==> src/rtl/dmem_arbiter_if.sv <==
// Bus bundle for the two-requester data-memory arbiter: requester ports, memory port and status.
// The slave modport is the arbiter's view; master is the environment (requesters plus memory).
interface dmem_arbiter_if #(
    parameter int unsigned AW = 8,
    parameter int unsigned DW = 8
);
    logic          m0_req;
    logic          m1_req;
    logic          m0_we;
    logic          m1_we;
    logic [AW-1:0] m0_addr;
    logic [AW-1:0] m1_addr;
    logic [DW-1:0] m0_wdata;
    logic [DW-1:0] m1_wdata;
    logic          m0_ack;
    logic          m1_ack;
    logic [DW-1:0] rdata;
    logic [AW-1:0] mem_addr;
    logic [DW-1:0] mem_wdata;
    logic          mem_we;
    logic [DW-1:0] mem_rdata;
    logic          busy;
    logic          grant_id;

    modport slave (
        input  m0_req, m1_req, m0_we, m1_we, m0_addr, m1_addr, m0_wdata, m1_wdata, mem_rdata,
        output m0_ack, m1_ack, rdata, mem_addr, mem_wdata, mem_we, busy, grant_id
    );

    modport master (
        output m0_req, m1_req, m0_we, m1_we, m0_addr, m1_addr, m0_wdata, m1_wdata, mem_rdata,
        input  m0_ack, m1_ack, rdata, mem_addr, mem_wdata, mem_we, busy, grant_id
    );
endinterface

==> src/rtl/dmem_arbiter.sv <==
// Two-requester data-memory arbiter: IDLE -> ACCESS -> DONE, one transaction per 3 cycles.
// Define DMEM_ARB_ROUND_ROBIN_EN for round-robin ties; otherwise m0 always wins a tie.
module dmem_arbiter #(
    parameter int unsigned AW = 8,
    parameter int unsigned DW = 8
) (
    input  logic          clk,
    input  logic          rst_n,
    dmem_arbiter_if.slave bus
);
    typedef enum logic [1:0] {StIdle, StAccess, StDone} state_e;

    state_e        r_state;
    logic          r_we;
    logic [AW-1:0] r_addr;
    logic [DW-1:0] r_wdata;
    logic [DW-1:0] r_rdata;
    logic          r_grant;
    logic          r_ack0;
    logic          r_ack1;
    logic          r_mem_we;
    logic          r_busy;
    logic          w_any_req;
    logic          w_pick1;

    assign w_any_req = bus.m0_req | bus.m1_req;

`ifdef DMEM_ARB_ROUND_ROBIN_EN
    logic r_last;
    // On a tie, m1 wins only when m0 won last.
    assign w_pick1 = bus.m1_req & (~bus.m0_req | ~r_last);
`else
    assign w_pick1 = bus.m1_req & ~bus.m0_req;
`endif

    always_ff @(posedge clk or negedge rst_n) begin
        if (!rst_n) begin
            r_state  <= StIdle;
            r_we     <= 1'b0;
            r_addr   <= '0;
            r_wdata  <= '0;
            r_rdata  <= '0;
            r_grant  <= 1'b0;
            r_ack0   <= 1'b0;
            r_ack1   <= 1'b0;
            r_mem_we <= 1'b0;
            r_busy   <= 1'b0;
`ifdef DMEM_ARB_ROUND_ROBIN_EN
            r_last   <= 1'b1;
`endif
        end else begin
            unique case (r_state)
                StIdle: begin
                    if (w_any_req) begin
                        r_grant  <= w_pick1;
                        r_we     <= w_pick1 ? bus.m1_we    : bus.m0_we;
                        r_addr   <= w_pick1 ? bus.m1_addr  : bus.m0_addr;
                        r_wdata  <= w_pick1 ? bus.m1_wdata : bus.m0_wdata;
                        r_mem_we <= w_pick1 ? bus.m1_we    : bus.m0_we;
                        r_busy   <= 1'b1;
                        r_state  <= StAccess;
`ifdef DMEM_ARB_ROUND_ROBIN_EN
                        r_last   <= w_pick1;
`endif
                    end
                end
                StAccess: begin
                    // Captured before the write lands, so writes return the old contents.
                    r_rdata  <= bus.mem_rdata;
                    r_mem_we <= 1'b0;
                    r_ack0   <= ~r_grant;
                    r_ack1   <= r_grant;
                    r_state  <= StDone;
                end
                StDone: begin
                    r_ack0  <= 1'b0;
                    r_ack1  <= 1'b0;
                    r_busy  <= 1'b0;
                    r_state <= StIdle;
                end
                default: begin
                    r_ack0   <= 1'b0;
                    r_ack1   <= 1'b0;
                    r_mem_we <= 1'b0;
                    r_busy   <= 1'b0;
                    r_state  <= StIdle;
                end
            endcase
        end
    end

    assign bus.mem_addr  = r_addr;
    assign bus.mem_wdata = r_wdata;
    assign bus.mem_we    = r_mem_we;
    assign bus.rdata     = r_rdata;
    assign bus.m0_ack    = r_ack0;
    assign bus.m1_ack    = r_ack1;
    assign bus.busy      = r_busy;
    assign bus.grant_id  = r_grant;
endmodule

==> src/flat_wrapper.sv <==
// flat-port wrapper written by rule: the top's interface ports become plain ports
module dmem_arbiter_flat 
#(
    parameter int unsigned AW = 8,
    parameter int unsigned DW = 8
)
  (clk, rst_n, bus_m0_req, bus_m1_req, bus_m0_we, bus_m1_we, bus_m0_addr, bus_m1_addr, bus_m0_wdata, bus_m1_wdata, bus_mem_rdata, bus_m0_ack, bus_m1_ack, bus_rdata, bus_mem_addr, bus_mem_wdata, bus_mem_we, bus_busy, bus_grant_id);
  dmem_arbiter_if #(.AW(AW), .DW(DW)) bus_i ();
  input  logic clk;
  input  logic rst_n;
  input wire logic [$bits(bus_i.m0_req)-1:0] bus_m0_req;
  input wire logic [$bits(bus_i.m1_req)-1:0] bus_m1_req;
  input wire logic [$bits(bus_i.m0_we)-1:0] bus_m0_we;
  input wire logic [$bits(bus_i.m1_we)-1:0] bus_m1_we;
  input wire logic [$bits(bus_i.m0_addr)-1:0] bus_m0_addr;
  input wire logic [$bits(bus_i.m1_addr)-1:0] bus_m1_addr;
  input wire logic [$bits(bus_i.m0_wdata)-1:0] bus_m0_wdata;
  input wire logic [$bits(bus_i.m1_wdata)-1:0] bus_m1_wdata;
  input wire logic [$bits(bus_i.mem_rdata)-1:0] bus_mem_rdata;
  output wire logic [$bits(bus_i.m0_ack)-1:0] bus_m0_ack;
  output wire logic [$bits(bus_i.m1_ack)-1:0] bus_m1_ack;
  output wire logic [$bits(bus_i.rdata)-1:0] bus_rdata;
  output wire logic [$bits(bus_i.mem_addr)-1:0] bus_mem_addr;
  output wire logic [$bits(bus_i.mem_wdata)-1:0] bus_mem_wdata;
  output wire logic [$bits(bus_i.mem_we)-1:0] bus_mem_we;
  output wire logic [$bits(bus_i.busy)-1:0] bus_busy;
  output wire logic [$bits(bus_i.grant_id)-1:0] bus_grant_id;
  assign bus_i.m0_req = bus_m0_req;
  assign bus_i.m1_req = bus_m1_req;
  assign bus_i.m0_we = bus_m0_we;
  assign bus_i.m1_we = bus_m1_we;
  assign bus_i.m0_addr = bus_m0_addr;
  assign bus_i.m1_addr = bus_m1_addr;
  assign bus_i.m0_wdata = bus_m0_wdata;
  assign bus_i.m1_wdata = bus_m1_wdata;
  assign bus_i.mem_rdata = bus_mem_rdata;
  assign bus_m0_ack = bus_i.m0_ack;
  assign bus_m1_ack = bus_i.m1_ack;
  assign bus_rdata = bus_i.rdata;
  assign bus_mem_addr = bus_i.mem_addr;
  assign bus_mem_wdata = bus_i.mem_wdata;
  assign bus_mem_we = bus_i.mem_we;
  assign bus_busy = bus_i.busy;
  assign bus_grant_id = bus_i.grant_id;
  dmem_arbiter #(.AW(AW), .DW(DW)) u_core (.clk(clk), .rst_n(rst_n), .bus(bus_i));
endmodule
==> config.mk <==
export PLATFORM = sky130hd
export DESIGN_NAME = dmem_arbiter_flat
export DESIGN_NICKNAME = d
export VERILOG_FILES = /design/src/rtl/dmem_arbiter_if.sv /design/src/rtl/dmem_arbiter.sv /design/src/flat_wrapper.sv
export SDC_FILE = /design/constraint.sdc
export NUM_CORES = 1
export LEC_CHECK = 0
export BUFFER_PORTS_ARGS = -buffer_cell sky130_fd_sc_hd__clkbuf_2
export CORE_UTILIZATION = 45
export CTS_CLUSTER_DIAMETER = 80
export DETAILED_ROUTE_END_ITERATION = 12
export PLACE_DENSITY = 0.79
export REMOVE_ABC_BUFFERS = 1
export SLEW_MARGIN = 20
export SYNTH_ARGS = -nofsm -noshare
export SYNTH_HDL_FRONTEND = slang
export SYNTH_SLANG_ARGS = --single-unit
==> constraint.sdc <==
create_clock -name clk -period 1.6 [get_ports clk]
set_input_delay 0.16 -clock clk [delete_from_list [all_inputs] [get_ports clk]]
set_output_delay 0.16 -clock clk [all_outputs]
set_load 0.01 [all_outputs]
==> out/summary.txt <==
Number of flip-flops and latches in the synthesized netlist - 31
Via count of the first global-routing pass - 1069
Maximum number of pins on one net before global-route repair - 32
Total half-perimeter wirelength after legalization and detailed placement - 2261 µm
TritonCTS buffer count - 5
Min cycle time layout - 1.399 ns
Total DRC errors in the routed layout - 0
Run status - finished clean
Std-Cell Core Area - 3078 µm²
Simple-Gate Fraction of Synth Area - 3.993%
Initial standard-cell utilization of the core - 47.85%
Final Hold Fails - 0
Critical Path Max Stage Delay - 0.48 ns
Clk slew on worst S/H paths - 0.10 ns
Post-synthesis cell count - 96
Biggest fanout along the worst timing path - 10
Area after DPL - 1861 µm²
Largest delay share family, worst path - flip-flops
Fraction of post-synthesis cell area in the top cell type by area - 52.68%
Area enclosed by the die boundary - 3505 µm²
Number of nets in the layout - 221
Cell area power density - 1834 nW/µm²
Post-route antenna net violation count - 0
Die X - 59.21 µm
Overall power after layout - 3.590 mW
Portion of the clock cycle consumed by the worst path in the final layout - 87.45%
Post-synthesis compound-gate area fraction - 2.889%
Wire length per cell after detailed routing - 13.33 µm
Number of warning messages in the yosys log - 0
Via total after detailed routing - 1034
Data arrival time at the worst-slack endpoint - 1.61 ns
Slowest cell on the critical path - sky130_fd_sc_hd__dfrtp_1
TritonCTS clock tree - done
Final setup skew - 0.009309 ns
Peak supply drop - 0.001012 V
H-tree lvl count - 2
Number of rows created at floorplan - 20
Xor-xnor portion of the synthesized cell area - 0%
Clock tree root driver cell - sky130_fd_sc_hd__clkbuf_4
Post-route setup TNS - 0 ns
N_diodes - 0
Biggest area contributors in the synthesized netlist - sky130_fd_sc_hd__dfrtp_1 (53%), sky130_fd_sc_hd__mux2_4 (18%), sky130_fd_sc_hd__mux2_2 (17%), sky130_fd_sc_hd__buf_6 (1.5%), sky130_fd_sc_hd__buf_12 (1.4%)
Post-synthesis sequential area ratio - 52.68%
Cell leakage power - 1.043 nW
Congestion Overflow GR - 0
Placer's final routability congestion estimate - 0.7442
Fin util - 63.58%
Dominant combinational cell family by area after synthesis - multiplexers
Number of clock sinks seen by CTS - 31
Top-level I/O count - 75
Transition time at the pin with the least slew margin - 0.7487 ns
CP bufs+invs - 1
Post-layout instance area - 1957 µm²
RSZ-0062 raised after global routing - false
Timing-limited maximum frequency - 0.7147 GHz
Classification of the worst-slack hold path - in -> reg
Final max-slew violation count - 0
Global-route wire length before repair - 4788 µm
Sequence of cells on the critical path - nor3_4 > buf_4 > mux2_2
Antenna violations before repair - 0
Endpoints failing setup - 0
Max capacitance violation total - 0
Area delta synth->final - 32.88%
Mapped Avg Cell Area - 15.34 µm²
Summed instance area of the synthesized netlist - 1473 µm²
Iter 0 DRT Violations - 14
Worst Setup End Kind - flop
Type of origin of the critical path - flop
DRT Pass-1 Iters - 3
Worst Path Required - 1.81 ns
Final wirelength - 2933 µm
Unique cell type count in the Yosys netlist - 17
Die H - 59.21 µm
Clk Latency, worst-skew pair - 0.33 ns
Number of setup buffers added after CTS - 0
Adder-cell share of the synthesized area - 0%
Crit Path Category - reg -> reg
Number of port buffers - 74
Relative slew margins - 50.09%
Number of vias per cell after detailed routing - 4.700
Total routing usage reported by global routing - 19.06%
Share of cells above drive strength 1 - 72.16%
Cell taking the most area after synthesis - sky130_fd_sc_hd__dfrtp_1
Maximum clock insertion buffer count - 2
Share of cell area taken by muxes after synthesis - 35.85%
-- synth_stat cells --
| cell | instances |
|---|---|
| sky130_fd_sc_hd__mux2i_1 | 1 |
| sky130_fd_sc_hd__dfrtp_1 | 31 |
| sky130_fd_sc_hd__nor2_1 | 5 |
| sky130_fd_sc_hd__a21o_1 | 1 |
| sky130_fd_sc_hd__inv_1 | 4 |
| sky130_fd_sc_hd__nand2_1 | 1 |
| sky130_fd_sc_hd__o221a_2 | 1 |
| sky130_fd_sc_hd__mux2_2 | 22 |
| sky130_fd_sc_hd__a21oi_1 | 3 |
| sky130_fd_sc_hd__nor3_4 | 1 |
| sky130_fd_sc_hd__a2bb2oi_1 | 1 |
| sky130_fd_sc_hd__mux2_4 | 18 |
| sky130_fd_sc_hd__nand2b_4 | 1 |
| sky130_fd_sc_hd__buf_12 | 1 |
| sky130_fd_sc_hd__buf_2 | 2 |
| sky130_fd_sc_hd__nor2b_1 | 1 |
| sky130_fd_sc_hd__buf_6 | 2 |
-- what timing repair did --
action / 4_1_cts / 5_1_grt
hold buffers: 1 / 0
resized for setup: 0 / 0
endpoints found under the setup margin: 0 / 0
hold endpoints to repair: 31 / 0
-- sequential cells by signal (all words and copies together), names as in the netlist --
name / cells
u_core.bus.mem_addr: 8
u_core.bus.mem_wdata: 8
u_core.bus.rdata: 8
u_core.r_state: 2
u_core.bus.busy: 1
u_core.bus.grant_id: 1
u_core.bus.m0_ack: 1
u_core.bus.m1_ack: 1
u_core.bus.mem_we: 1
-- per-layer routing --
metal  track usage, %  wire (µm)  up-vias
li1                 -          -      494
met2            31.62       1529       36
met3            5.022        149        7
met4            8.163         41        0
met5                0          0        -
met1            23.33       1212      497
-- report_power, final --
group / internal [mW] / total (mW) / switching (mW)
Combinational: 0.858 / 1.51 / 0.656
Clock: 0.369 / 0.637 / 0.268
Sequential: 1.18 / 1.44 / 0.262
-- worst reg2reg max path: stages (launching register included) --
cell and delay [ns]:
sky130_fd_sc_hd__dfrtp_1 0.48, sky130_fd_sc_hd__nor3_4 0.22, sky130_fd_sc_hd__buf_4 0.24, sky130_fd_sc_hd__mux2_2 0.35
-- path summary, 6_finish.rpt --
path | start | end | slack (ns) | cells past startpoint
min in group asynchronous | rst_n | u_core.bus.rdata[1] | 0.42 | 2
min | bus_m0_req | u_core.bus.grant_id | 0.05 | 2
max in group asynchronous | rst_n | u_core.bus.mem_addr[1] | 0.70 | 2
max reg2reg | u_core.r_state[1] | u_core.bus.mem_addr[2] | 0.20 | 3
min reg2reg | u_core.bus.busy | u_core.bus.busy | 0.50 | 1
max | u_core.r_state[1] | u_core.bus.mem_addr[2] | 0.20 | 3
-- kinds of logic after synthesis --
group | after synthesis
multiplexers | 41
AO/OA/AOI/OAI | 6
flip-flops | 31
buffers and inverters | 9
AND/OR/NAND/NOR | 9
-- area by class of cell --
| class | instances | area [µm²] |
|---|---|---|
| sequential | 31 | 775.7 |
| timing repair buffer | 77 | 395.4 |
| inverter | 4 | 15.01 |
| multi-input combinational | 56 | 629.4 |
| tap | 44 | 55.05 |
| fill | 239 | 1121 |
| clock buffer | 6 | 51.30 |
| clock inverter | 2 | 35.03 |
-- through the flow --
stage | setup slack [ns] | std cells | hold slack (ns)
6_report | 0.2007 | 220 | 0.05407
5_1_grt | 0.1279 | 220 | 0.05567
4_1_cts | 0.2000 | 220 | 0.03858
3_5_place_dp | 0.2133 | 211 | 0.2637
3_3_place_gp | 0.2484 | 211 | 0.2486
2_1_floorplan | -0.03091 | 91 | -0.1356
-- cells in the final DEF (no fill, tap or decap), types with 2 or more instances in the layout --
master	instances
sky130_fd_sc_hd__clkbuf_4	5
sky130_fd_sc_hd__buf_4	2
sky130_fd_sc_hd__mux2_2	22
sky130_fd_sc_hd__clkbuf_2	74
sky130_fd_sc_hd__a21oi_1	3
sky130_fd_sc_hd__inv_1	4
sky130_fd_sc_hd__mux2_4	18
sky130_fd_sc_hd__dfrtp_1	31
sky130_fd_sc_hd__nor2_1	5
No activity file was read; power rests on OpenSTA's default activity.
